--- config.mk ---
export PLATFORM = sky130hd
export DESIGN_NAME = score_engine
export DESIGN_NICKNAME = d
export VERILOG_FILES = /design/src/rtl/score_pkg.sv /design/src/rtl/score_engine_seq_divider.sv /design/src/rtl/score_engine.sv
export SDC_FILE = /design/constraint.sdc
export NUM_CORES = 1
export LEC_CHECK = 0
export ABC_AREA = 1
export BUFFER_PORTS_ARGS = -buffer_cell sky130_fd_sc_hd__clkbuf_2
export CORE_ASPECT_RATIO = 0.5
export CORE_MARGIN = 2
export CORE_UTILIZATION = 45
export CTS_BUF_LIST = sky130_fd_sc_hd__clkbuf_4
export DETAILED_ROUTE_END_ITERATION = 16
export GPL_TIMING_DRIVEN = 0
export SYNTH_ARGS = -nofsm -noshare
export SYNTH_HDL_FRONTEND = slang
export SYNTH_SLANG_ARGS = --single-unit
--- constraint.sdc ---
create_clock -name clk -period 6 [get_ports clk]
set_input_delay 0.6 -clock clk [delete_from_list [all_inputs] [get_ports clk]]
set_output_delay 0.6 -clock clk [all_outputs]
set_load 0.005 [all_outputs]
--- src/rtl/score_pkg.sv ---
// Shared constants, FSM/branch enums and width helper for the score engine.
package score_pkg;

  localparam int unsigned DEF_GRACE       = 60;
  localparam int unsigned DEF_TIME_LIMIT  = 600;
  localparam int unsigned DEF_MAX_SCORE   = 100;
  localparam int unsigned DEF_ERR_PENALTY = 5;

  typedef enum logic [1:0] {
    IDLE   = 2'd0,
    DIVIDE = 2'd1,
    APPLY  = 2'd2
  } state_e;

  // How the time component of the score is formed for the captured timer value.
  typedef enum logic [1:0] {
    BR_DIV  = 2'd0,
    BR_MAX  = 2'd1,
    BR_ZERO = 2'd2
  } branch_e;

  function automatic int unsigned num_width(input int unsigned timer_w,
                                            input int unsigned score_w);
    return timer_w + score_w;
  endfunction

endpackage

--- src/rtl/score_engine_seq_divider.sv ---
// Unsigned restoring divider, one quotient bit per edge MSB first, W edges per
// division. The first bit is taken on the start edge; done_o pulses with quotient_o valid.
module seq_divider #(
  parameter int unsigned W = 18
) (
  input  logic         clk,
  input  logic         reset,
  input  logic         abort_i,
  input  logic         start_i,
  input  logic [W-1:0] dividend_i,
  input  logic [W-1:0] divisor_i,
  output logic         done_o,
  output logic [W-1:0] quotient_o
);

  localparam int unsigned CNT_W = $clog2(W);

  logic [W-1:0]     rem_q, quot_q, dvs_q;
  logic [CNT_W-1:0] cnt_q;
  logic             busy_q, done_q;

  logic [W-1:0] rem_src, quot_src, dvs_src, rem_d, quot_d;
  logic [W:0]   shifted;

  // NOTE: every variable assigned in always_comb gets a value on every path,
  // otherwise synthesis infers a latch.
  always_comb begin
    rem_src  = start_i ? '0         : rem_q;
    quot_src = start_i ? dividend_i : quot_q;
    dvs_src  = start_i ? divisor_i  : dvs_q;
    shifted  = {rem_src, quot_src[W-1]};
    if (shifted >= {1'b0, dvs_src}) begin
      rem_d  = W'(shifted - {1'b0, dvs_src});
      quot_d = {quot_src[W-2:0], 1'b1};
    end else begin
      rem_d  = shifted[W-1:0];
      quot_d = {quot_src[W-2:0], 1'b0};
    end
  end

  // NOTE: sequential state uses non-blocking assignments so every register
  // samples pre-edge values regardless of statement order.
  always_ff @(posedge clk or posedge reset) begin
    if (reset) begin
      rem_q  <= '0;
      quot_q <= '0;
      dvs_q  <= '0;
      cnt_q  <= '0;
      busy_q <= 1'b0;
      done_q <= 1'b0;
    end else if (abort_i) begin
      busy_q <= 1'b0;
      done_q <= 1'b0;
    end else if (start_i) begin
      rem_q  <= rem_d;
      quot_q <= quot_d;
      dvs_q  <= divisor_i;
      cnt_q  <= CNT_W'(W - 1);
      busy_q <= 1'b1;
      done_q <= 1'b0;
    end else if (busy_q) begin
      rem_q  <= rem_d;
      quot_q <= quot_d;
      cnt_q  <= cnt_q - 1'b1;
      if (cnt_q == CNT_W'(1)) begin
        busy_q <= 1'b0;
        done_q <= 1'b1;
      end
    end else begin
      done_q <= 1'b0;
    end
  end

  assign done_o     = done_q;
  assign quotient_o = quot_q;

endmodule

--- src/rtl/score_engine.sv ---
// Game scorer: time score via a sequential divider minus a mistake penalty.
// Define SCORE_BEST_EN to build best-score tracking; otherwise best_score is 0.
module score_engine
  import score_pkg::*;
#(
  parameter int unsigned TIMER_W     = 11,
  parameter int unsigned SCORE_W     = 7,
  parameter int unsigned ERR_W       = 4,
  parameter int unsigned GRACE       = DEF_GRACE,
  parameter int unsigned TIME_LIMIT  = DEF_TIME_LIMIT,
  parameter int unsigned MAX_SCORE   = DEF_MAX_SCORE,
  parameter int unsigned ERR_PENALTY = DEF_ERR_PENALTY
) (
  input  logic               clk,
  input  logic               reset,
  input  logic               calc_req,
  input  logic               clear,
  input  logic [TIMER_W-1:0] timer,
  input  logic [ERR_W-1:0]   errors,
  output logic               busy,
  output logic               done,
  output logic [SCORE_W-1:0] score,
  output logic [SCORE_W-1:0] best_score
);

  localparam int unsigned NUM_W = num_width(TIMER_W, SCORE_W);
  localparam logic [TIMER_W-1:0] GRACE_T = TIMER_W'(GRACE);
  localparam logic [TIMER_W-1:0] LIMIT_T = TIMER_W'(TIME_LIMIT);

  state_e             state_q;
  branch_e            branch_q;
  logic [ERR_W-1:0]   errors_q;
  logic [SCORE_W-1:0] score_q, score_d;
  logic               busy_q, done_q;

  logic             div_start, div_done;
  logic [NUM_W-1:0] numerator, quotient, base_full, penalty;

  assign div_start = (state_q == IDLE) && calc_req && !clear;
  // The divider runs on every request so latency never depends on the branch;
  // its quotient is only consumed on the divide branch.
  assign numerator = NUM_W'(timer - GRACE_T) * NUM_W'(MAX_SCORE);

  seq_divider #(.W(NUM_W)) u_div (
    .clk        (clk),
    .reset      (reset),
    .abort_i    (clear),
    .start_i    (div_start),
    .dividend_i (numerator),
    .divisor_i  (NUM_W'(TIME_LIMIT - GRACE)),
    .done_o     (div_done),
    .quotient_o (quotient)
  );

  always_comb begin
    case (branch_q)
      BR_MAX:  base_full = NUM_W'(MAX_SCORE);
      BR_ZERO: base_full = '0;
      default: base_full = NUM_W'(MAX_SCORE) - quotient;
    endcase
    penalty = NUM_W'(errors_q) * NUM_W'(ERR_PENALTY);
    score_d = (base_full > penalty) ? SCORE_W'(base_full - penalty) : '0;
  end

  always_ff @(posedge clk or posedge reset) begin
    if (reset) begin
      state_q  <= IDLE;
      branch_q <= BR_DIV;
      errors_q <= '0;
      score_q  <= '0;
      busy_q   <= 1'b0;
      done_q   <= 1'b0;
    end else if (clear) begin
      state_q <= IDLE;
      score_q <= '0;
      busy_q  <= 1'b0;
      done_q  <= 1'b0;
    end else begin
      done_q <= 1'b0;
      case (state_q)
        IDLE: if (calc_req) begin
          errors_q <= errors;
          if (timer <= GRACE_T)      branch_q <= BR_MAX;
          else if (timer >= LIMIT_T) branch_q <= BR_ZERO;
          else                       branch_q <= BR_DIV;
          busy_q  <= 1'b1;
          state_q <= DIVIDE;
        end
        DIVIDE: if (div_done) state_q <= APPLY;
        APPLY: begin
          score_q <= score_d;
          done_q  <= 1'b1;
          busy_q  <= 1'b0;
          state_q <= IDLE;
        end
        default: state_q <= IDLE;
      endcase
    end
  end

  assign busy  = busy_q;
  assign done  = done_q;
  assign score = score_q;

`ifdef SCORE_BEST_EN
  logic [SCORE_W-1:0] best_q;

  always_ff @(posedge clk or posedge reset) begin
    if (reset) begin
      best_q <= '0;
    end else if (!clear && (state_q == APPLY) && (score_d > best_q)) begin
      best_q <= score_d;
    end
  end

  assign best_score = best_q;
`else
  assign best_score = '0;
`endif

endmodule

== Word-level counts from Yosys, hierarchy flattened ==
Cells that the tools add are included.

* Bits in registers: 78
* Input port bits: 19
* Output and inout bits: 16
* Logic and storage cells: 77

* Add/subtract/negate cells: 5
* $mul: 2
* $lt $le $gt $ge: 4
* Equality and inequality tests: 8
* Muxes and demuxes: 34
* Bitwise gates (word level): 1
* Reductions and logical operators: 11

{| class="wikitable"
|+ Operator list
! operator !! count
|-
| 18-bit two-way mux || 8
|-
| 18-bit case mux with 2 select lines || 1
|-
| 7-bit two-way mux || 3
|-
| 19-bit by 18-bit >= comparator with 1-bit output || 1
|-
| 18-bit by 7-bit greater-than comparator with 1-bit output || 1
|-
| 18-bit by 5-bit multiplier with 16-bit output, second input constant || 1
|-
| 18-bit subtractor || 1
|-
| 7-bit by 18-bit subtractor with 18-bit output, first input constant || 1
|-
| 1-bit two-way mux || 13
|-
| 11-bit by 6-bit subtractor with 12-bit output, second input constant || 1
|-
| 11-bit by 10-bit >= comparator with 1-bit output, second input constant || 1
|-
| 11-bit by 6-bit less-or-equal comparator with 1-bit output, second input constant || 1
|-
| 2-bit two-way mux || 5
|-
| 5-bit two-way mux || 2
|-
| 4-bit by 3-bit multiplier with 7-bit output, second input constant || 1
|-
| 7-bit subtractor || 1
|-
| 2-bit AND reduction || 3
|-
| 5-bit by 1-bit equality test with 1-bit output, second input constant || 1
|-
| 5-bit by 1-bit subtractor with 5-bit output, second input constant || 1
|-
| 2-bit by 1-bit equality test with 1-bit output, second input constant || 2
|-
| 2-bit equality test, second input constant || 2
|-
| 4-bit by 3-bit != test with 1-bit output, second input constant || 1
|-
| 2-bit case mux with 2 select lines || 1
|-
| 2-bit nonzero test || 2
|-
| 9 further kinds || 10
|}

== Longest topological paths before layout ==
Gate-level depths: netlist (run 1).

* Depth in word-level cells: 8
* Depth in mapped cells: 33
* Depth with buffers taken out: 32

== Cells and area by module ==
From an unflattened synthesis (run 1), not the netlist that was laid out.

* Cells, all modules: 1,031
* Area total of the unflattened synthesis: 7,123.1 µm²

{| class="wikitable"
|+ Modules (own cells, without submodules)
! module !! times used !! cells an instance !! area an instance (µm²) !! sequential area each (µm²)
|-
| seq_divider || 1 || 605 || 4,186.5 || 1,526.5
|-
| score_engine || 1 || 426 || 2,936.6 || 425.4
|}

== Least setup slack after synthesis (run 1) ==
No wires, ideal clock.

* Path type: input to register
* Start: in timer[2]
* End: reg u_div.rem_q[14]
* Setup time: 129 ps
* Data arrival time: 5,129 ps
* Setup slack: 742 ps
* Cell stages on the path: 32
* Path through: inv_1 nor2_1 nand2_1 nand2_1 nor2_1 xnor2_1 inv_1 ha_1 ha_1 inv_1 fa_1 inv_1 ha_1 a21oi_1 nor2_1 a211oi_1 nand3_1 xnor2_1 nand2_1 nand2_1 ha_1 fa_1 o21ai_0 nand3_1 nand2_1 nand3_1 nand2_1 nand2_1 nand2_1 nand2_1 nand3_1 o21ai_1

* Longest elaborated chain between the ends: 7
* Elaborated cells between the ends (all ways): 8
* Those cells by class: add/sub (2); mul (1); order compare (1); mux (4)

{| class="wikitable"
|+ Ends and longest elaborated chain
! element !! RTL line !! source
|-
| start, declared || score_engine.sv:18 || <nowiki>input logic [TIMER_W-1:0] timer,</nowiki>
|-
| 11-bit by 6-bit subtractor with 12-bit output * || score_engine.sv:42 || <nowiki>assign numerator = NUM_W'(timer - GRACE_T) * NUM_W'(MAX_SCORE);</nowiki>
|-
| 18-bit by 5-bit multiplier with 16-bit output * || score_engine.sv:42 ||
|-
| 18-bit two-way mux * || score_engine_seq_divider.sv:29 || <nowiki>quot_src = start_i ? dividend_i : quot_q;</nowiki>
|-
| 18-bit subtractor / 19-bit by 18-bit >= comparator with 1-bit output (equally long branches) || score_engine_seq_divider.sv:33, score_engine_seq_divider.sv:32 ||
|-
| 18-bit two-way mux * || score_engine_seq_divider.sv:32 || <nowiki>if (shifted >= {1'b0, dvs_src}) begin</nowiki>
|-
| 18-bit two-way mux || score_engine_seq_divider.sv:61 || <nowiki>end else if (busy_q) begin</nowiki>
|-
| 18-bit two-way mux * || score_engine_seq_divider.sv:54 || <nowiki>end else if (start_i) begin</nowiki>
|-
| end signal, assigned || score_engine_seq_divider.sv:55 || <nowiki>rem_q <= rem_d;</nowiki>
|-
| end signal, assigned || score_engine_seq_divider.sv:62 || <nowiki>rem_q <= rem_d;</nowiki>
|-
| end, declared || score_engine_seq_divider.sv:18 || <nowiki>logic [W-1:0] rem_q, quot_q, dvs_q;</nowiki>
|}

Mark *: on every way between the ends. The rest lies on a longest branch, timed or not. The select of a mux whose other input is x is not followed.
A chain may end at the register's enable or synchronous reset.

== Worst setup path after layout (run 1) ==
* Start: in timer[2]
* End: reg u_div.rem_q[1]

The elaborated chain is that of the path after synthesis.

==> impl_metrics.ini, run 1 <==
[run_status]
status = finished, final reports clean

[synthesis]
synth-async-reset-ratio_pct = 100
synth_warnings = 0
ys_types = 43
yosys.area.top_type = dfrtp_1
synth_common_cells = nand2_1, inv_1, nor2_1, dfrtp_1, ha_1
synth_seq_area_share_pct = 29.3
synth_most_common_cell = nand2_1
synthFlopType = dfrtp_1
synth_edf_count = 0
synthCells = 946
avgSynthCellArea_sq_um = 7.03
synth_seq_cells = 78
netlist_area_sq_um = 6650
synthTopCellsByArea = dfrtp_1, nand2_1, ha_1
synth_top_cell_area_share_pct = 29.3

[worst_setup_path]
reg2reg_from = state_q[1]$_DFFE_PP0P_
arrival_ps = 5690
reg2reg_depth = 18
required_ps = 6330
critPathSlowestCell = fa_1
cp_num_buf_inv = 5
end_kind = flop
reg2reg_to = u_div.rem_q[1]$_DFFE_PP0P_
cpLargestDelayFamily = adder cells
cp-start-kind = input port
slowest_delay_ps = 500
regToRegSetupSlack_ps = 1950
cp_max_fo = 10
critPathLaunch = timer[2]
critPathKind = in2reg
crit_cells = 30
crit_end = u_div.rem_q[1]$_DFFE_PP0P_

[sta]
setup_viol = 0
worstMarginPinSlew_ps = 682
maxSlewViolCount = 0
hold_viol = 0
skew_ps = 19.5
holdWs_ps = 119
rsz0062_at_grt = false
finalCritPeriodShare_pct = 89.4
slew_headroom_pct = 54.6
min_period_ps = 5360
fmax_mhz = 186
final.setup.tns_ps = 0
finalWorstSetupSlack_ps = 636

[power_and_ir_drop]
power_density_nw_per_um2 = 398
peakVddDrop_uv = 179
p_leak_nw = 4.10
power_mw = 2.90

[final_layout]
final_layout_size_suffix_gt1_share_pct = 8.03
stdcell_count = 1194
num_antenna_cells = 0
finish.utilization_pct = 50.4
multiInputGateArea_sq_um = 4000
nets = 1093
synthToLayoutAreaGrowth_pct = 9.54
seq_area_sq_um = 1950
nFillCells = 1508
final_area_sq_um = 7290

[floorplanning]
core_sq_um = 14500
initial_core_util_pct = 46.0
num_rows = 31
ioPinCount = 35
dieHeight_microns = 90.0
die_w_microns = 176
dieArea_sq_um = 15800

[global_routing]
antenna_found_initial = 0
grt_pass1_wl_mm = 27.0
grt_max_degree = 52
track_usage_pct = 21.2
grt_pass1_vias = 5575
grt_overflow_total = 0

[clocking]
cts_buffers = 9
post-cts-setup-buffer-count = 0
ctsLongestPathBuffers = 2
htreeDepth = 3
clock_latency_ps = 450
cts_sinks = 78
clock_tree.root_cell = clkbuf_4
clk_pin_slew_ps = 140
hold_buffers = 0
cts_tree = yes

[placement]
pre_cts_ws_ps = -287
dp_hpwl_mm = 12.3
io_buffers = 27
gp_congestion = 0.920
post-place-cells = 1178
placed_area_sq_um = 7090

[min_path]
min_path_type = in2async

[routing]
drc = 0
drt-total-wl_mm = 15.6
num_vias = 5858
drt_iter0_markers = 329
drtAntennaViolNets = 0
drtPass1Iterations = 5
viasPerCell = 4.91
wl_per_cell_microns = 13.1

[run]
maxCapViolations = 0
-- worst register-to-register path: stages (launching register included) --
cell	delay [ps]
dfrtp_1	430
nor2_1	110
nand2_1	100
nor2_4	150
clkbuf_1	530
clkbuf_1	600
nor2_1	150
ha_1	400
a21oi_1	210
o21ai_1	100
a21oi_1	150
nand2_1	110
nand2_1	110
nand2_1	90
nand2_2	180
buf_2	270
nand3_1	100
nand3_1	90
o21ai_1	70
-- layout make-up --
| type | count | area share [%] |
|---|---|---|
| inverter | 158 | 8.17 |
| buffer | 27 | 2.04 |
| clock inverter | 6 | 1.49 |
| multi-input combinational | 689 | 54.8 |
| timing repair buffer | 28 | 2.23 |
| clock buffer | 10 | 1.03 |
| sequential | 78 | 26.8 |
| tap | 198 | 3.40 |
-- flip-flops by register name, indices dropped and copies added (netlist names) --
| signal | cells |
|---|---|
| branch_q | 2 |
| errors_q | 4 |
| u_div.dvs_q | 18 |
| done | 1 |
| u_div.cnt_q | 5 |
| u_div.busy_q | 1 |
| state_q | 2 |
| busy | 1 |
| u_div.quotient_o | 18 |
| u_div.rem_q | 18 |
| u_div.done_o | 1 |
| score | 7 |
-- metal layers --
metal,wire length (microns),up-vias,track usage [%]
met1,8240,2667,30.8
met2,6530,107,32.8
li1,-,3067,-
met5,0,-,0
met4,182,0,4.89
met3,637,17,3.64
-- how the worst min path moves through the flow --
stage                                 endpoint                        from  slack [ps]  cells after the start
2_1_floorplan       u_div.dvs_q[2]$_DFFE_PP0N_  u_div.dvs_q[2]$_DFFE_PP0N_         420                      2
3_3_place_gp        u_div.dvs_q[9]$_DFFE_PP0N_  u_div.dvs_q[9]$_DFFE_PP0N_         430                      2
3_5_place_dp        u_div.dvs_q[9]$_DFFE_PP0N_  u_div.dvs_q[9]$_DFFE_PP0N_         440                      2
4_1_cts             u_div.cnt_q[3]$_DFFE_PP0P_                       reset         110                      2
5_1_grt             u_div.cnt_q[3]$_DFFE_PP0P_                       reset         130                      2
6_report       u_div.quotient_o[5]$_DFFE_PP0P_                       reset         120                      2
-- power by group --
part           switching, mW  internal (mW)  leakage, nW
logic                   1.08          0.658         3.01
clock network          0.199          0.216        0.101
registers             0.0962          0.649        0.985
-- cell families after synthesis --
logic type / count (synthesis) / synth area share, %
simple gates: 445 / 27.7
buf+inv: 185 / 11.2
compound gates: 121 / 10.3
fa+ha+maj: 83 / 17.2
flops: 78 / 29.3
xor+xnor: 33 / 4.35
other cells: 1 / 0.0564
-- layout by cell type (no fill, tap or decap), types with 6 or more instances in the layout --
cell,netlist,routed
dfrtp_1,78,78
clkbuf_1,12,12
conb_1,1,7
nand3_1,58,58
clkbuf_2,0,27
buf_4,8,8
nor2_1,91,91
nand2_1,263,263
clkbuf_4,0,10
ha_1,69,69
nand4_1,10,10
xor2_1,22,22
o22ai_1,10,10
a21oi_1,41,40
o21ai_0,42,41
nor3_1,6,6
fa_1,14,14
inv_1,155,154
xnor2_1,11,10
-- what timing repair did --
item,4_1_cts,5_1_grt
gates resized for setup,0,4
hold endpoints to repair,0,0
setup endpoints to repair,0,18
Note: power is estimated with default switching activity, not from simulation.
==> run 2, diff against run 1 <==
--- a/config.mk
+++ b/config.mk
@@ -14,4 +14,5 @@
 export DETAILED_ROUTE_END_ITERATION = 16
 export GPL_TIMING_DRIVEN = 0
+export RECOVER_POWER = 100
 export SYNTH_ARGS = -nofsm -noshare
 export SYNTH_HDL_FRONTEND = slang
==> constraint.sdc (replaced) <==
create_clock -name clk -period 6 [get_ports clk]
set_input_delay 0.3 -clock clk [delete_from_list [all_inputs] [get_ports clk]]
set_output_delay 0.3 -clock clk [all_outputs]
set_load 0.005 [all_outputs]
==> run 2 against run 1 <==
  * The run now ends with capacitance limit, slew limit left
  * Final area shrank 0.72%
  * Sequential share of layout area grew 0.19 points
  * Sequential cell count stayed put
  * Maximum frequency is 1.3% higher
  * Cell count is essentially flat
  * Non-clock buffer count increased by 1
  * Global-route usage hardly changed
  * Critical path depth grew 4
  * Clock skew decreased by 3.2 ps
  * Total power shrank 0.46%
  * Combinational power barely moved
==> impl_metrics.ini, run 2 (synthesis results as in run 1) <==
[run_status]
status = complete, but fails checks
violations = capacitance limit, slew limit

[floorplanning]
dieArea_sq_um = 15800
die_w_microns = 176
core_sq_um = 14500
ioPinCount = 35
dieHeight_microns = 90.0
num_rows = 31
initial_core_util_pct = 46.0

[routing]
num_vias = 5899
drt-total-wl_mm = 15.6
drtPass1Iterations = 5
drtAntennaViolNets = 0
viasPerCell = 4.94
drc = 0
drt_iter0_markers = 400
wl_per_cell_microns = 13.0

[clocking]
cts_tree = yes
cts_sinks = 78
clock_tree.root_cell = clkbuf_4
clk_pin_slew_ps = 130
cts_buffers = 9
clock_latency_ps = 450
ctsLongestPathBuffers = 2
post-cts-setup-buffer-count = 0
htreeDepth = 3

[global_routing]
grt_overflow_total = 0
grt_pass1_vias = 5578
antenna_found_initial = 0
track_usage_pct = 21.2
grt_max_degree = 52
grt_pass1_wl_mm = 27.0

[worst_setup_path]
critPathSlowestCell = fa_1
required_ps = 6400
end_kind = flop
slowest_delay_ps = 500
path_common_cell = nand2_1
critPathLaunch = timer[2]
cp-start-kind = input port
cp_max_fo = 10
arrival_ps = 5690
reg2reg_depth = 20
reg2reg_from = state_q[1]$_DFFE_PP0P_
critPathKind = in2reg

[run]
maxCapViolations = 1

[power_and_ir_drop]
p_leak_nw = 4.07
peakVddDrop_uv = 179
p_comb_share_pct = 59.8
seq_power_share_pct = 25.8
power_density_nw_per_um2 = 399
p_int_mw = 1.51
p_clk_share_pct = 14.4
p_sw_mw = 1.37
switching_share_pct = 47.5

[sta]
fmax_mhz = 189
rsz0062_at_grt = false
holdWs_ps = 46.4
finalCritPeriodShare_pct = 88.3
finalWorstSetupSlack_ps = 704
hold_viol = 0
maxSlewViolCount = 52
slew_headroom_pct = -80.2
min_period_ps = 5300
final.setup.tns_ps = 0
setup_viol = 0
worstMarginPinSlew_ps = 2700
skew_ps = 16.3

[placement]
post-place-cells = 1178
pre_cts_ws_ps = 12.6
io_buffers = 27
gp_congestion = 0.920
dp_hpwl_mm = 12.3

[min_path]
worstHoldPathCells = 3
min-delay-start = errors[2]
min_path_type = in2reg

[final_layout]
layout_common_cells = nand2_1, inv_1, nor2_1, dfrtp_1, ha_1
final_layout_size_suffix_gt1_share_pct = 6.62
synthToLayoutAreaGrowth_pct = 8.75
nets = 1094
num_antenna_cells = 0
stdcell_count = 1195
finish.utilization_pct = 50.0
layout_commonest_cell = nand2_1
## run 2: cell types whose count changed in the layout (fill, tap and decap cells not counted), moves of 3 or more
| cell | change |
|---|---|
| nand2_2 | -3 |
| clkbuf_1 | +5 |
| nand2_1 | +3 |
| o21ai_0 | +3 |
## run 2: power groups by stage
stage / clock network, mW / logic (mW) / registers, mW
3_5_place_dp: 0 / 1.73 / 0.753
4_1_cts: 0.429 / 1.74 / 0.744
3_3_place_gp: 0 / 1.71 / 0.752
2_1_floorplan: 0 / 1.38 / 0.729
6_report: 0.415 / 1.73 / 0.746
5_1_grt: 0.445 / 2.00 / 0.764
## run 2: layout make-up
type,instances,area (sq um)
fillers,1526,7230
multi-input cells,689,3960
flip-flops and latches,78,1950
inverters,158,594
plain buffers,27,149
repair buffers,29,145
clock inverters,6,109
well taps,198,248
clock buffers,10,75.1
## run 2: worst max-delay path: cells and delay by family
family	cells	cell delay [ps]
xor+xnor	2	510
fa+ha+maj	5	1630
simple gates	18	1890
buf+inv	6	610
compound gates	3	740
## run 2: path summary, 6_finish.rpt
path / slack (ps) / endpoint
setup reg to reg: 1800 / u_div.rem_q[16]$_DFFE_PP0P_
hold / removal: 50 / errors_q[2]$_DFFE_PP0P_
min in group asynchronous: 660 / u_div.cnt_q[3]$_DFFE_PP0P_
hold reg to reg: 460 / state_q[0]$_DFFE_PP0P_
setup / recovery: 700 / u_div.rem_q[16]$_DFFE_PP0P_
max in group asynchronous: 2260 / u_div.quotient_o[14]$_DFFE_PP0P_
## run 2: metal layers
metal	part of all wire, %	wire length, microns	vias to the layer above	track usage, %
met1	52	8090	2700	30.8
met3	4.8	741	17	3.64
met4	1.2	186	0	4.89
li1	-	-	3070	-
met2	42	6570	112	32.9
met5	0	0	-	0
## run 2: stage by stage
| stage | total power [mW] | instance area (sq um) |
|---|---|---|
| after detailed placement | 2.48 | 7090 |
| after global routing | 3.21 | 7230 |
| final | 2.89 | 7230 |
| after CTS | 2.92 | 7280 |
| after floorplan | 2.11 | 6670 |
| after global placement | 2.47 | 7060 |
## run 2: what timing repair did
item                                   in CTS  in global routing
hold buffers                                1                  0
endpoints found under the hold margin      27                  0
resized for setup                           0                  1
setup endpoints to repair                   0                  4
